### config.mk
export PLATFORM = sky130hd
export DESIGN_NAME = imm_decode_stage
export DESIGN_NICKNAME = d
export VERILOG_FILES = /design/src/rtl/imm_decode_stage.sv
export SDC_FILE = /design/constraint.sdc
export NUM_CORES = 1
export LEC_CHECK = 0
export CORE_MARGIN = 10
export CORE_UTILIZATION = 37
export CTS_BUF_LIST = sky130_fd_sc_hd__clkbuf_8
export DETAILED_ROUTE_END_ITERATION = 8
export PLACE_DENSITY = 0.89
export SYNTH_ARGS = -nofsm -noshare
export SYNTH_HDL_FRONTEND = slang
export SYNTH_SLANG_ARGS = --single-unit
### constraint.sdc
create_clock -name clk -period 1.86 [get_ports clk]
set_input_delay 0.186 -clock clk [delete_from_list [all_inputs] [get_ports clk]]
set_output_delay 0.186 -clock clk [all_outputs]
set_load 0.005 [all_outputs]
### src/rtl/imm_decode_stage.sv
// ============================================================================
// imm_decode_stage : registered RV32I immediate decode with two-entry skid buffer
// Rev 1.0
// ============================================================================
`default_nettype none

module imm_decode_stage (
   input  logic        clk,
   input  logic        rst,
   input  logic        flush,
   input  logic        in_valid,
   output logic        in_ready,
   input  logic [31:0] in_instr,
   output logic        out_valid,
   input  logic        out_ready,
   output logic [31:0] out_instr,
   output logic [3:0]  ImmSel,
   output logic [31:0] Bimm,
   output logic [31:0] Iimm,
   output logic [31:0] Jimm,
   output logic [31:0] Simm,
   output logic [31:0] Uimm,
   output logic        illegal
);

   localparam logic [3:0] c_sel_bis  = 4'd0;
   localparam logic [3:0] c_sel_iis  = 4'd1;
   localparam logic [3:0] c_sel_jis  = 4'd2;
   localparam logic [3:0] c_sel_sis  = 4'd3;
   localparam logic [3:0] c_sel_uis  = 4'd4;
   localparam logic [3:0] c_sel_none = 4'hF;

   typedef struct packed {
      logic [31:0] instr;
      logic [3:0]  sel;
      logic        illegal;
      logic [31:0] bimm;
      logic [31:0] iimm;
      logic [31:0] jimm;
      logic [31:0] simm;
      logic [31:0] uimm;
   } bundle_t;

   localparam bundle_t c_bundle_rst = '{
      instr: 32'd0, sel: c_sel_none, illegal: 1'b0,
      bimm: 32'd0, iimm: 32'd0, jimm: 32'd0, simm: 32'd0, uimm: 32'd0
   };

   bundle_t dec;
   bundle_t main_d, main_q;
   bundle_t skid_d, skid_q;
   logic    main_valid_d, main_valid_q;
   logic    skid_valid_d, skid_valid_q;
   logic    in_ready_d, in_ready_q;
   logic    accept;
   logic    pop;

   // Decode happens before storage so the outputs come straight from flops.
   always_comb begin
      dec         = c_bundle_rst;
      dec.instr   = in_instr;
      dec.iimm    = {{20{in_instr[31]}}, in_instr[31:20]};
      dec.simm    = {{20{in_instr[31]}}, in_instr[31:25], in_instr[11:7]};
      dec.bimm    = {{19{in_instr[31]}}, in_instr[31], in_instr[7],
                     in_instr[30:25], in_instr[11:8], 1'b0};
      dec.jimm    = {{11{in_instr[31]}}, in_instr[31], in_instr[19:12],
                     in_instr[20], in_instr[30:21], 1'b0};
      dec.uimm    = {in_instr[31:12], 12'h000};
      dec.sel     = c_sel_none;
      dec.illegal = 1'b0;
      case (in_instr[6:0])
         7'b0000011, 7'b0010011,
         7'b1100111, 7'b1110011: dec.sel = c_sel_iis;
         7'b0100011:             dec.sel = c_sel_sis;
         7'b1100011:             dec.sel = c_sel_bis;
         7'b1101111:             dec.sel = c_sel_jis;
         7'b0110111, 7'b0010111: dec.sel = c_sel_uis;
         7'b0110011:             dec.sel = c_sel_none;
         default:                dec.illegal = 1'b1;
      endcase
   end

   always_comb begin
      main_d       = main_q;
      skid_d       = skid_q;
      main_valid_d = main_valid_q;
      skid_valid_d = skid_valid_q;
      accept       = in_valid && in_ready_q;
      pop          = main_valid_q && out_ready;
      if (flush) begin
         main_valid_d = 1'b0;
         skid_valid_d = 1'b0;
      end else if (pop) begin
         // With skid occupied in_ready is low, so no accept can coincide here.
         if (skid_valid_q) begin
            main_d       = skid_q;
            skid_valid_d = 1'b0;
         end else if (accept) begin
            main_d = dec;
         end else begin
            main_valid_d = 1'b0;
         end
      end else if (accept) begin
         if (!main_valid_q) begin
            main_d       = dec;
            main_valid_d = 1'b1;
         end else begin
            skid_d       = dec;
            skid_valid_d = 1'b1;
         end
      end
      in_ready_d = !skid_valid_d;
   end

   always_ff @(posedge clk) begin
      if (rst) begin
         main_q       <= c_bundle_rst;
         skid_q       <= c_bundle_rst;
         main_valid_q <= 1'b0;
         skid_valid_q <= 1'b0;
         in_ready_q   <= 1'b1;
      end else begin
         main_q       <= main_d;
         skid_q       <= skid_d;
         main_valid_q <= main_valid_d;
         skid_valid_q <= skid_valid_d;
         in_ready_q   <= in_ready_d;
      end
   end

   assign in_ready  = in_ready_q;
   assign out_valid = main_valid_q;
   assign out_instr = main_q.instr;
   assign ImmSel    = main_q.sel;
   assign illegal   = main_q.illegal;
   assign Bimm      = main_q.bimm;
   assign Iimm      = main_q.iimm;
   assign Jimm      = main_q.jimm;
   assign Simm      = main_q.simm;
   assign Uimm      = main_q.uimm;

endmodule

`default_nettype wire

# After elaboration in Yosys (flattened, before gate mapping)
# Cells that the tools add are included.
# W data, S select, Z words.
# op_classes
eq_ne	13
mux	15
bitwise_logic	2
n_reduce_logical	12
# op_table
op	n
$mux W197	5
$eq A7 B7 Y1 const B	4
$eq A7 B6 Y1 const B	3
$pmux W4 S5	1
$eq A7 B5 Y1 const B	2
$reduce_or A10 Y1	1
$mux W1	9
$reduce_and A4 Y1	2
$eq A7 B2 Y1 const B	1
$ne A2 B2 Y1 const B	2
$reduce_bool A2 Y1	2
$reduce_or A2 Y1	2
$reduce_or A4 Y1	1
$reduce_and A3 Y1	1
$logic_and A1 B1 Y1	2
$ne A2 B1 Y1 const B	1
$not A1 Y1	2
$logic_not A1 Y1	1
# totals
ff_bits	313
inputBits	37

# Logic depth before layout (Yosys ltp)
# Gate-level depths: netlist of run 1.
# depth
depth_word	6
depth_mapped	6

# Worst setup path after synthesis of run 1
# OpenSTA, ideal clock, no wires.
# synth_path
path_kind	register -> output
start	register Iimm[30] (netlist name)
end	output Bimm[13]
t_arrival_ns	1.819
t_required_ns	1.674
setup_slack_ns	-0.145
path_stages_with_launch	2
path_buffers	1
path_cell_list	dfxtp_1 > buf_4
# synth_rtl
item	line	rtl
to (decl)	18	output logic [31:0] Bimm,

==> metrics, run 1 <==
status complete, no violations; starting DRC count in detailed routing slightly above 200; clk slew on worst S/H paths 0.07 ns; Yosys reg bits 77; RSZ-0062 raised after global routing false; routability-driven placement congestion ratio about 0.85; Achievable Freq 581.7 MHz; first-pass GRT wire length between 15000 and 20000 um; Top FF cell, synth dfxtp_1; CP max stage delay 0.58 ns; Remaining Overflow, GRT 0; nets@finish 640; worst-skew pair later-pin latency 0.34 ns; DP Wirelength about 10000 um; Slowest cell on crit path clkdlybuf4s50_1; arrival time worst endpoint between 1.5 and 2 ns; worst r2r dst skid_q[163]$_SDFFE_PP1P_; Avg Cell Area, Syn between 8 and 9 um^2; Routed Antenna Nets 0; Power, Total just under 4 mW; hold endpoint skid_q[196]$_SDFFE_PP0P_; Post-synth EDFFs 0; DRC 0; WP data required between 1.5 and 2 ns; hold depth 2; Post-CTS Setup Bufs 0; Core Box Area 0.01147 mm^2; Max Cap Violations 0; H-tree depth 3; post-synth top area share between 30% and 40%; Inserted Diodes 0; WL final roughly 13000 um; Via-to-Cell Ratio 4.803; GRT Resource Usage Total 13.92%; vias between 3000 and 4000; initial antenna violation count 0; num rows 39; WL/cell 17.38 um; minimum clock period approximately 1.7 ns; area leader, netlist dfxtp_1; crit-path cells buf_12 -> clkdlybuf4s50_1; Layout Utilization 51.51%; DRT Pass-1 Iters 4; Port-buffer cells 221; type of destination of the critical path output pin; Worst R2R Start out_valid$_SDFFE_PP0P_; CTS sink cnt just under 80; vias in the first global route between 3000 and 4000; Syn Std Cell Area approximately 0.0044 mm^2; final setup skew between 0.01 and 0.015 ns; Final Hold Fails 0; Clock Tree Root clkbuf_8; count of different cell masters after synthesis 33; Reg2Reg Depth 5; Final Setup Violations 0; clk buf depth 2; die outline width around 130 um; Area growth syn-to-layout 35.31%; pre-CTS setup slack -0.1206 ns; Final period util between 90% and 100%; Cells after Synth roughly 530; type of the worst setup path reg -> out; post-synthesis sequential area ratio between 30% and 40%; IO Pins ~240; highest net fanout along the worst path just under 80; initial core utilization 38.07%; Die Area around 0.017 mm^2; Slew Limit Fails 0; Leak Pwr ~2.3 nW; share of cells above drive strength 1 6.579%; R2R Setup Slk between 0.15 and 0.2 ns; largest net degree at the start of global routing between 70 and 80; CTS tree done; Synth Warn # 0; Max rail drop VDD around 0.00041 V; Hold Crit Class in -> reg; hold buffers post-CTS 0; die height approximately 130 um; total CTS buffers 9; final setup margin about 0.14 ns; synth top area cells dfxtp_1 (35%), buf_4 (28%), mux2i_1 (7.3%); pwr dens slightly below 700 mW/mm^2; Post-synth ARST share 0%; post-cts sizing count 0; hold_sp rst; crit start category flop
==> sequential cells by signal, indices dropped and copies added, names as in the netlist <==
| signal | count |
|---|---|
| Simm | 5 |
| Jimm | 8 |
| ImmSel | 4 |
| Iimm | 12 |
| skid_valid_q | 1 |
| out_instr | 7 |
| skid_q | 37 |
| illegal | 1 |
| in_ready | 1 |
| out_valid | 1 |
==> how the worst max path moves through the flow <==
| stage | start | endpoint | slack (ns) | depth (start not counted) |
|---|---|---|---|---|
| finish | Iimm[30]$_SDFFE_PP0P_ | Simm[22] | 0.14 | 2 |
| global route | out_valid$_SDFFE_PP0P_ | Iimm[30]$_SDFFE_PP0P_ | 0.02 | 5 |
| CTS | Iimm[30]$_SDFFE_PP0P_ | Simm[22] | 0.11 | 2 |
| detailed placement | out_ready | Simm[4]$_SDFFE_PP0P_ | -0.12 | 6 |
| global placement | in_valid | skid_q[160]$_SDFFE_PP0P_ | 0.02 | 6 |
| floorplan | out_valid$_SDFFE_PP0P_ | skid_q[161]$_SDFFE_PP1P_ | 0.26 | 5 |
==> critical path: cells and delay by family, from the launching register on <==
kind	cells	cell delay, ns
buffers and inverters	2	0.83
DFF	1	0.34
==> cell families (layout without fill, tap and decap cells) <==
family,Yosys count,count (layout),share of synthesized area [%]
other,1,14,0.08590
multiplexers,32,32,7.337
flip-flops,77,77,35.31
buffers and inverters,193,260,30.75
AO/OA/AOI/OAI,93,93,13.76
AND/OR/NAND/NOR,132,132,12.75
==> layout make-up <==
class / instances / area [um^2]
clock buffers: 9 / 123.9
repair buffers: 241 / 2425
flip-flops and latches: 77 / 1543
well taps: 143 / 178.9
inverters: 3 / 11.26
multi-input cells: 271 / 1558
clock inverters: 7 / 67.56
fillers: 1036 / 5560
==> layer usage <==
metal	GRT usage, %	wire, um	vias to the layer above
li1	-	-	1749
met1	13.77	4571	1682
met2	27.01	7051	166
met3	4.559	1288	10
met4	3.667	143	0
met5	0	0	-
==> power by group <==
group          leakage, nW  total [mW]  switching [mW]  internal, mW
Clock               0.0964        1.23           0.614         0.613
Combinational         1.60       0.974           0.367         0.607
Sequential           0.628        1.78          0.0643          1.71
==> through the flow <==
stage / cell area (um^2) / TNS [ns] / hold WS [ns] / cells
floorplan: 4415 / 0 / 0.2645 / 541
global placement: 5683 / 0 / 0.4402 / 733
detailed placement: 5683 / -1.275 / 0.4468 / 733
CTS: 5874 / 0 / 0.2820 / 749
global route: 5907 / 0 / 0.3113 / 751
finish: 5907 / 0 / 0.3127 / 751
==> Yosys cell counts, types with 2 or more instances <==
library cell / n
a211oi_1: 35
a21oi_1: 37
a221o_1: 2
and3_1: 3
buf_2: 14
buf_4: 160
clkbuf_1: 16
dfxtp_1: 77
inv_1: 3
mux2i_1: 32
nand2_1: 69
nand2b_1: 3
nand3_1: 4
nor2_1: 39
nor3_1: 4
nor3b_1: 2
o21ai_0: 8
o21bai_1: 3
o32a_1: 2
or3_1: 2
==> cell usage in the layout, fill, tap and decap left out, types with 2 or more instances in the layout <==
| cell | synthesis | layout |
|---|---|---|
| clkdlybuf4s50_1 | 0 | 220 |
| dfxtp_1 | 77 | 76 |
| clkinv_2 | 0 | 2 |
| o32a_1 | 2 | 2 |
| a221o_1 | 2 | 2 |
| o21ai_0 | 8 | 8 |
| conb_1 | 1 | 14 |
| clkbuf_8 | 0 | 9 |
| inv_1 | 3 | 4 |
| a21oi_1 | 37 | 37 |
| mux2i_1 | 32 | 32 |
| nand2b_1 | 3 | 3 |
| nor2_1 | 39 | 39 |
| buf_12 | 0 | 4 |
| o21bai_1 | 3 | 3 |
| nor3_1 | 4 | 3 |
| buf_4 | 160 | 15 |
| nand2_1 | 69 | 69 |
| nor3b_1 | 2 | 2 |
| and3_1 | 3 | 3 |
| nand3_1 | 4 | 3 |
| a211oi_1 | 35 | 35 |
| or3_1 | 2 | 2 |
| clkinvlp_4 | 0 | 2 |
Power figures use the tool's default switching activity.
==> run 2: changes to the inputs <==
clock period = 1.4 ns   (was 1.86 ns; I/O delays follow)
==> metrics, run 2 (synthesis results as in run 1) <==
Area after DPL 0.005838 mm^2 (+2.7%); IO Pins 236 (unchanged); worst-skew pair later-pin latency 0.35 ns (about the same); CTS tree done; vias in the first global route 3942 (+9.7%); Layout Utilization 60.33% (+8.8 points); worst hold slack 0.1934 ns (-0.1193 ns); Finished Layout Cells 807 (+7.5%); share of cells above drive strength 1 36.20% (+30 points); Via-to-Cell Ratio 5.021 (+4.5%); hold_sp rst; Routed Antenna Nets 0 (unchanged); Final period util 117.6%; Port-buffer cells 221 (unchanged); Worst R2R Start out_valid$_SDFFE_PP0P_; GRT Resource Usage Total 16.17% (+2.3 points); Power, Total 5.668 mW (+43%); final setup skew 0.01220 ns (-0.001600 ns); failing checks setup timing; worst r2r dst Jimm[19]$_SDFFE_PP0P_; Reg2Reg Depth 7 (+2); Area growth syn-to-layout 58.47%; arrival time worst endpoint 1.89 ns (+0.36 ns); status finished with violations; Hold Crit Class in -> reg; nets@finish 696 (+8.8%); commonest non-fill, non-tap cell in the layout clkdlybuf4s50_1; Setup crit start out_valid$_SDFFE_PP0P_; largest net degree at the start of global routing 61 (-22%); type of the worst setup path reg -> reg; pre-CTS setup slack -0.4885 ns (-0.3679 ns); Slew Limit Fails 0 (unchanged); pwr dens 819.3 mW/mm^2 (+22%); clk slew on worst S/H paths 0.09 ns (+0.02 ns); clk buf depth 2 (unchanged); Max Cap Violations 0 (unchanged); die height 128.6 um (unchanged); CTS sink cnt 77 (unchanged); Die Area 0.01654 mm^2 (unchanged); WL final 17070 um (+31%); RSZ-0062 raised after global routing true; crit start category flop; hold endpoint skid_q[164]$_SDFFE_PP1P_; starting DRC count in detailed routing 188 (-7.8%); initial core utilization 38.07% (unchanged); Final Setup Violations 72 (+72); DRT Pass-1 Iters 4 (unchanged); Final Hold Fails 0 (unchanged); Design Area, Final 0.006918 mm^2 (+17%); minimum clock period 1.646 ns; Achievable Freq 607.5 MHz; hold depth 3 (+1); Remaining Overflow, GRT 0 (unchanged); WL/cell 21.15 um (+22%); die outline width 128.6 um (unchanged); Fin Setup TNS -5.230 ns (-5.230 ns); num rows 39 (unchanged); total CTS buffers 9 (unchanged); most frequent cells in the layout clkdlybuf4s50_1 (69), nand2_1 (60), buf_2 (57); H-tree depth 3 (unchanged); routability-driven placement congestion ratio 0.8459 (about the same); R2R Setup Slk -0.25 ns (-0.41 ns); type of destination of the critical path flop; dpl cells 749 (+2.2%); Clock Tree Root clkbuf_8; first-pass GRT wire length 21880 um (+15%); Core Box Area 0.01147 mm^2 (unchanged); highest net fanout along the worst path 7 (-91%); vias 4052 (+12%); final setup margin -0.2461 ns (-0.3871 ns); largest reg by FF count skid_q; DP Wirelength 10200 um (+2.2%); initial antenna violation count 1 (+1); Max rail drop VDD 0.0005345 V (+29%); max FFs per register 37 (unchanged); WP data required 1.64 ns (-0.03 ns); Leak Pwr 3.804 nW (+64%); DRC 0 (unchanged)
run 2: cell types whose count changed in the layout (fill, tap and decap cells not counted), sizes merged:
| cell | before | now |
|---|---|---|
| buf | 20 | 126 |
| bufinv | 1 | 2 |
| clkbuf | 10 | 16 |
| clkdlybuf4s15 | 0 | 20 |
| clkdlybuf4s50 | 220 | 69 |
| clkinvlp | 2 | 0 |
| diode | 0 | 1 |
| dlygate4sd2 | 0 | 24 |
| dlymetal6s2s | 0 | 51 |
run 2: what timing repair did:
action                     in CTS  in global routing
gates cloned                    7                  7
setup endpoints to repair     210                160
pin swaps                       3                 25
hold buffers                    0                  0
resized for setup             328                156
buffers inserted               18                 12
run 2: power by group:
part           total, mW  internal [mW]  switching [mW]  leakage [nW]
combinational       1.45          0.827           0.620          3.05
sequential          2.36           2.27          0.0933         0.642
clock               1.86          0.999           0.860         0.109
total               5.67           4.10            1.57          3.80
run 2: routing by layer:
layer,share of wire (%),up-vias,wire [um],track usage [%]
met5,0,-,0,0
met4,3.5,0,595,5.632
met2,53,204,9050,30.51
met1,35,1933,5960,16.39
li1,-,1872,-,-
met3,8.5,43,1458,4.969
run 2: layout make-up:
cell class              count  area (um^2)
diodes                      1        2.502
repair buffers            297         3049
flip-flops and latches     77         1627
multi-input cells         271         1838
well taps                 143        178.9
inverters                   3        11.26
clock inverters             6        87.58
fillers                   894         4549
clock buffers               9        123.9
run 2: how the worst max path moves through the flow:
stage / cells past startpoint / to / slack [ns]
2_1_floorplan: 5 / skid_q[161]$_SDFFE_PP1P_ / -0.1
3_3_place_gp: 6 / Simm[3]$_SDFFE_PP0P_ / -0.36
3_5_place_dp: 6 / out_instr[0]$_SDFFE_PP0P_ / -0.49
4_1_cts: 7 / Simm[1]$_SDFFE_PP0P_ / -0.08
5_1_grt: 7 / Jimm[19]$_SDFFE_PP0P_ / -0.29
6_report: 7 / Jimm[19]$_SDFFE_PP0P_ / -0.25
run 2: critical path, stage by stage (launching register included):
cell and delay (ns):
dfxtp_4 0.41, nand2_4 0.07, a221oi_4 0.30, buf_6 0.16, buf_12 0.13, clkbuf_16 0.17
nor2_2 0.04, a211oi_1 0.24
==> run 3: changes to the inputs <==
REMOVE_ABC_BUFFERS = 1   (was unset)
==> metrics, run 3 (synthesis results as in run 1) <==
IO Pins 236 (unchanged); Leak Pwr 3.918 nW (+3.0%); clock share of power 34.6% (+1.8 points); routability-driven placement congestion ratio 0.8723 (+3.1%); CP max stage delay 0.40 ns (about the same); commonest non-fill, non-tap cell in the layout dlygate4sd2_1; Sw Share 26.59% (-1.2 points); CTS tree done; vias in the first global route 4044 (+2.6%); crit start category flop; crit-path cells buf_6 -> nand3_4 -> or3_4 -> or3_4 -> o32a_1; initial core utilization 38.07% (unchanged); Inserted Diodes 0 (-1); area occupied by multi-input gates 0.002096 mm^2 (+14%); Worst Path Buf+Inv 1 (-2); initial antenna violation count 0 (-1); starting DRC count in detailed routing 249 (+32%); vias 3887 (-4.1%); CTS sink cnt 77 (unchanged); Port-buffer cells 221 (unchanged); minimum clock period 1.562 ns (-0.08431 ns); H-tree depth 3 (unchanged); failing checks setup timing; DRT Pass-1 Iters 4 (unchanged); Net Sw Power 1.550 mW (-1.5%); WP data required 1.63 ns (about the same); largest net degree at the start of global routing 37 (-39%); Area growth syn-to-layout 67.87%; Max Cap Violations 0 (unchanged); DRC 0 (unchanged); Final Setup Violations 66 (-8.3%); DP Wirelength 9843 um (-3.5%); Max rail drop VDD 0.0005637 V (+5.5%); Seq pwr share 40.6% (-1.1 points); nets@finish 693 (-0.43%); Die Area 0.01654 mm^2 (unchanged); arrival time worst endpoint 1.80 ns (-0.09 ns); Slowest cell on crit path or3_4; Final period util 111.6% (-6.0 points); dominant delay contributor by cell family on the critical path simple AND/OR/NAND/NOR gates; WL final 15660 um (-8.3%); Routed Antenna Nets 0 (unchanged); total CTS buffers 9 (unchanged); Design Area, Final 0.007328 mm^2 (+5.9%); Layout Utilization 63.91% (+3.6 points); Area after DPL 0.005848 mm^2 (+0.17%); clk buf depth 2 (unchanged); internal power 4.279 mW (+4.5%); most frequent cells in the layout dlygate4sd2_1 (103), clkdlybuf4s50_1 (70), nand2_1 (54); cell mode on critical path or3_4; first-pass GRT wire length 22600 um (+3.3%); largest reg by FF count skid_q; Storage cell area 0.001632 mm^2 (+0.31%); WL/cell 19.47 um (-7.9%); status finished with violations; highest net fanout along the worst path 6 (-1); Via-to-Cell Ratio 4.835 (-3.7%); Hold Crit Class in -> reg; Fillers 907 (+1.5%); worst-skew pair later-pin latency 0.34 ns (about the same); num rows 39 (unchanged); Slew Limit Fails 0 (unchanged); Clock Tree Root clkbuf_8; pwr dens 795.4 mW/mm^2 (-2.9%); die outline width 128.6 um (unchanged); share of cells above drive strength 1 33.43% (-2.8 points); Final Hold Fails 0 (unchanged); pre-CTS setup slack -0.4665 ns (+0.02193 ns); final setup skew 0.006608 ns (-0.005594 ns); type of the worst setup path reg -> reg; die height 128.6 um (unchanged); max FFs per register 37 (unchanged); Achievable Freq 640.3 MHz (+5.4%); Power, Total 5.829 mW (+2.8%); GRT Resource Usage Total 16.87% (+0.70 points); RSZ-0062 raised after global routing true; Core Box Area 0.01147 mm^2 (unchanged); Remaining Overflow, GRT 0 (unchanged); clk slew on worst S/H paths 0.08 ns (about the same); type of destination of the critical path flop; final setup margin -0.1618 ns (+0.08431 ns); Logic pwr share 24.8% (-0.7 points)
==> run 3: area by class of cell <==
class	instances	area share [%]
Inverter	3	0.1537
Clock inverter	7	1.571
Multi-Input combinational cell	271	28.60
Timing Repair Buffer	294	43.28
Sequential cell	77	22.26
Clock buffer	9	1.690
Tap cell	143	2.442
==> run 3: power by group through the flow <==
| stage | clock (mW) | combinational, mW | sequential [mW] |
|---|---|---|---|
| detailed placement | 0 | 1.33 | 2.41 |
| floorplan | 0 | 0.208 | 2.48 |
| finish | 2.02 | 1.45 | 2.37 |
| global placement | 0 | 1.30 | 2.40 |
| global route | 2.16 | 1.55 | 2.38 |
| CTS | 2.06 | 1.46 | 2.37 |
==> run 3: metrics by stage <==
step                std cells  hold WS, ns  TNS [ns]
floorplan                 351       0.2091   -281.58
global placement          750       0.4406    -18.72
detailed placement        750       0.4458    -23.78
CTS                       796      0.07715    -7.338
global route              804       0.1250    -6.434
finish                    804       0.1377    -3.349
==> run 3: worst register-to-register path, delay by kind of cell (launching register included) <==
family,cells,cell delay (ns)
AO/OA/AOI/OAI,1,0.18
buffers and inverters,1,0.10
flip-flops,1,0.38
AND/OR/NAND/NOR,3,0.80
==> run 3: worst paths after layout <==
| kind | startpoint | end | slack [ns] | cells past startpoint |
|---|---|---|---|---|
| worst max register to register | out_valid$_SDFFE_PP0P_ | skid_q[164]$_SDFFE_PP1P_ | -0.16 | 5 |
| worst max-delay path | out_valid$_SDFFE_PP0P_ | skid_q[164]$_SDFFE_PP1P_ | -0.16 | 5 |
| worst min register to register | skid_q[177]$_SDFFE_PP0P_ | skid_q[177]$_SDFFE_PP0P_ | 0.46 | 2 |
| worst min-delay path | rst | skid_q[166]$_SDFFE_PP0P_ | 0.14 | 2 |
==> run 3: what timing repair did <==
action	in CTS	in global routing
buffers inserted	18	16
gates cloned	12	3
endpoints found under the setup margin	209	139
gates resized for setup	250	138
hold buffers	0	0
pin swaps	42	44
==> run 3: layer usage <==
layer / part of all wire, % / GRT usage (%)
met1: 36 / 17.45
met2: 56 / 32.40
met3: 7.2 / 4.969
met4: 1.4 / 4.060
met5: 0 / 0
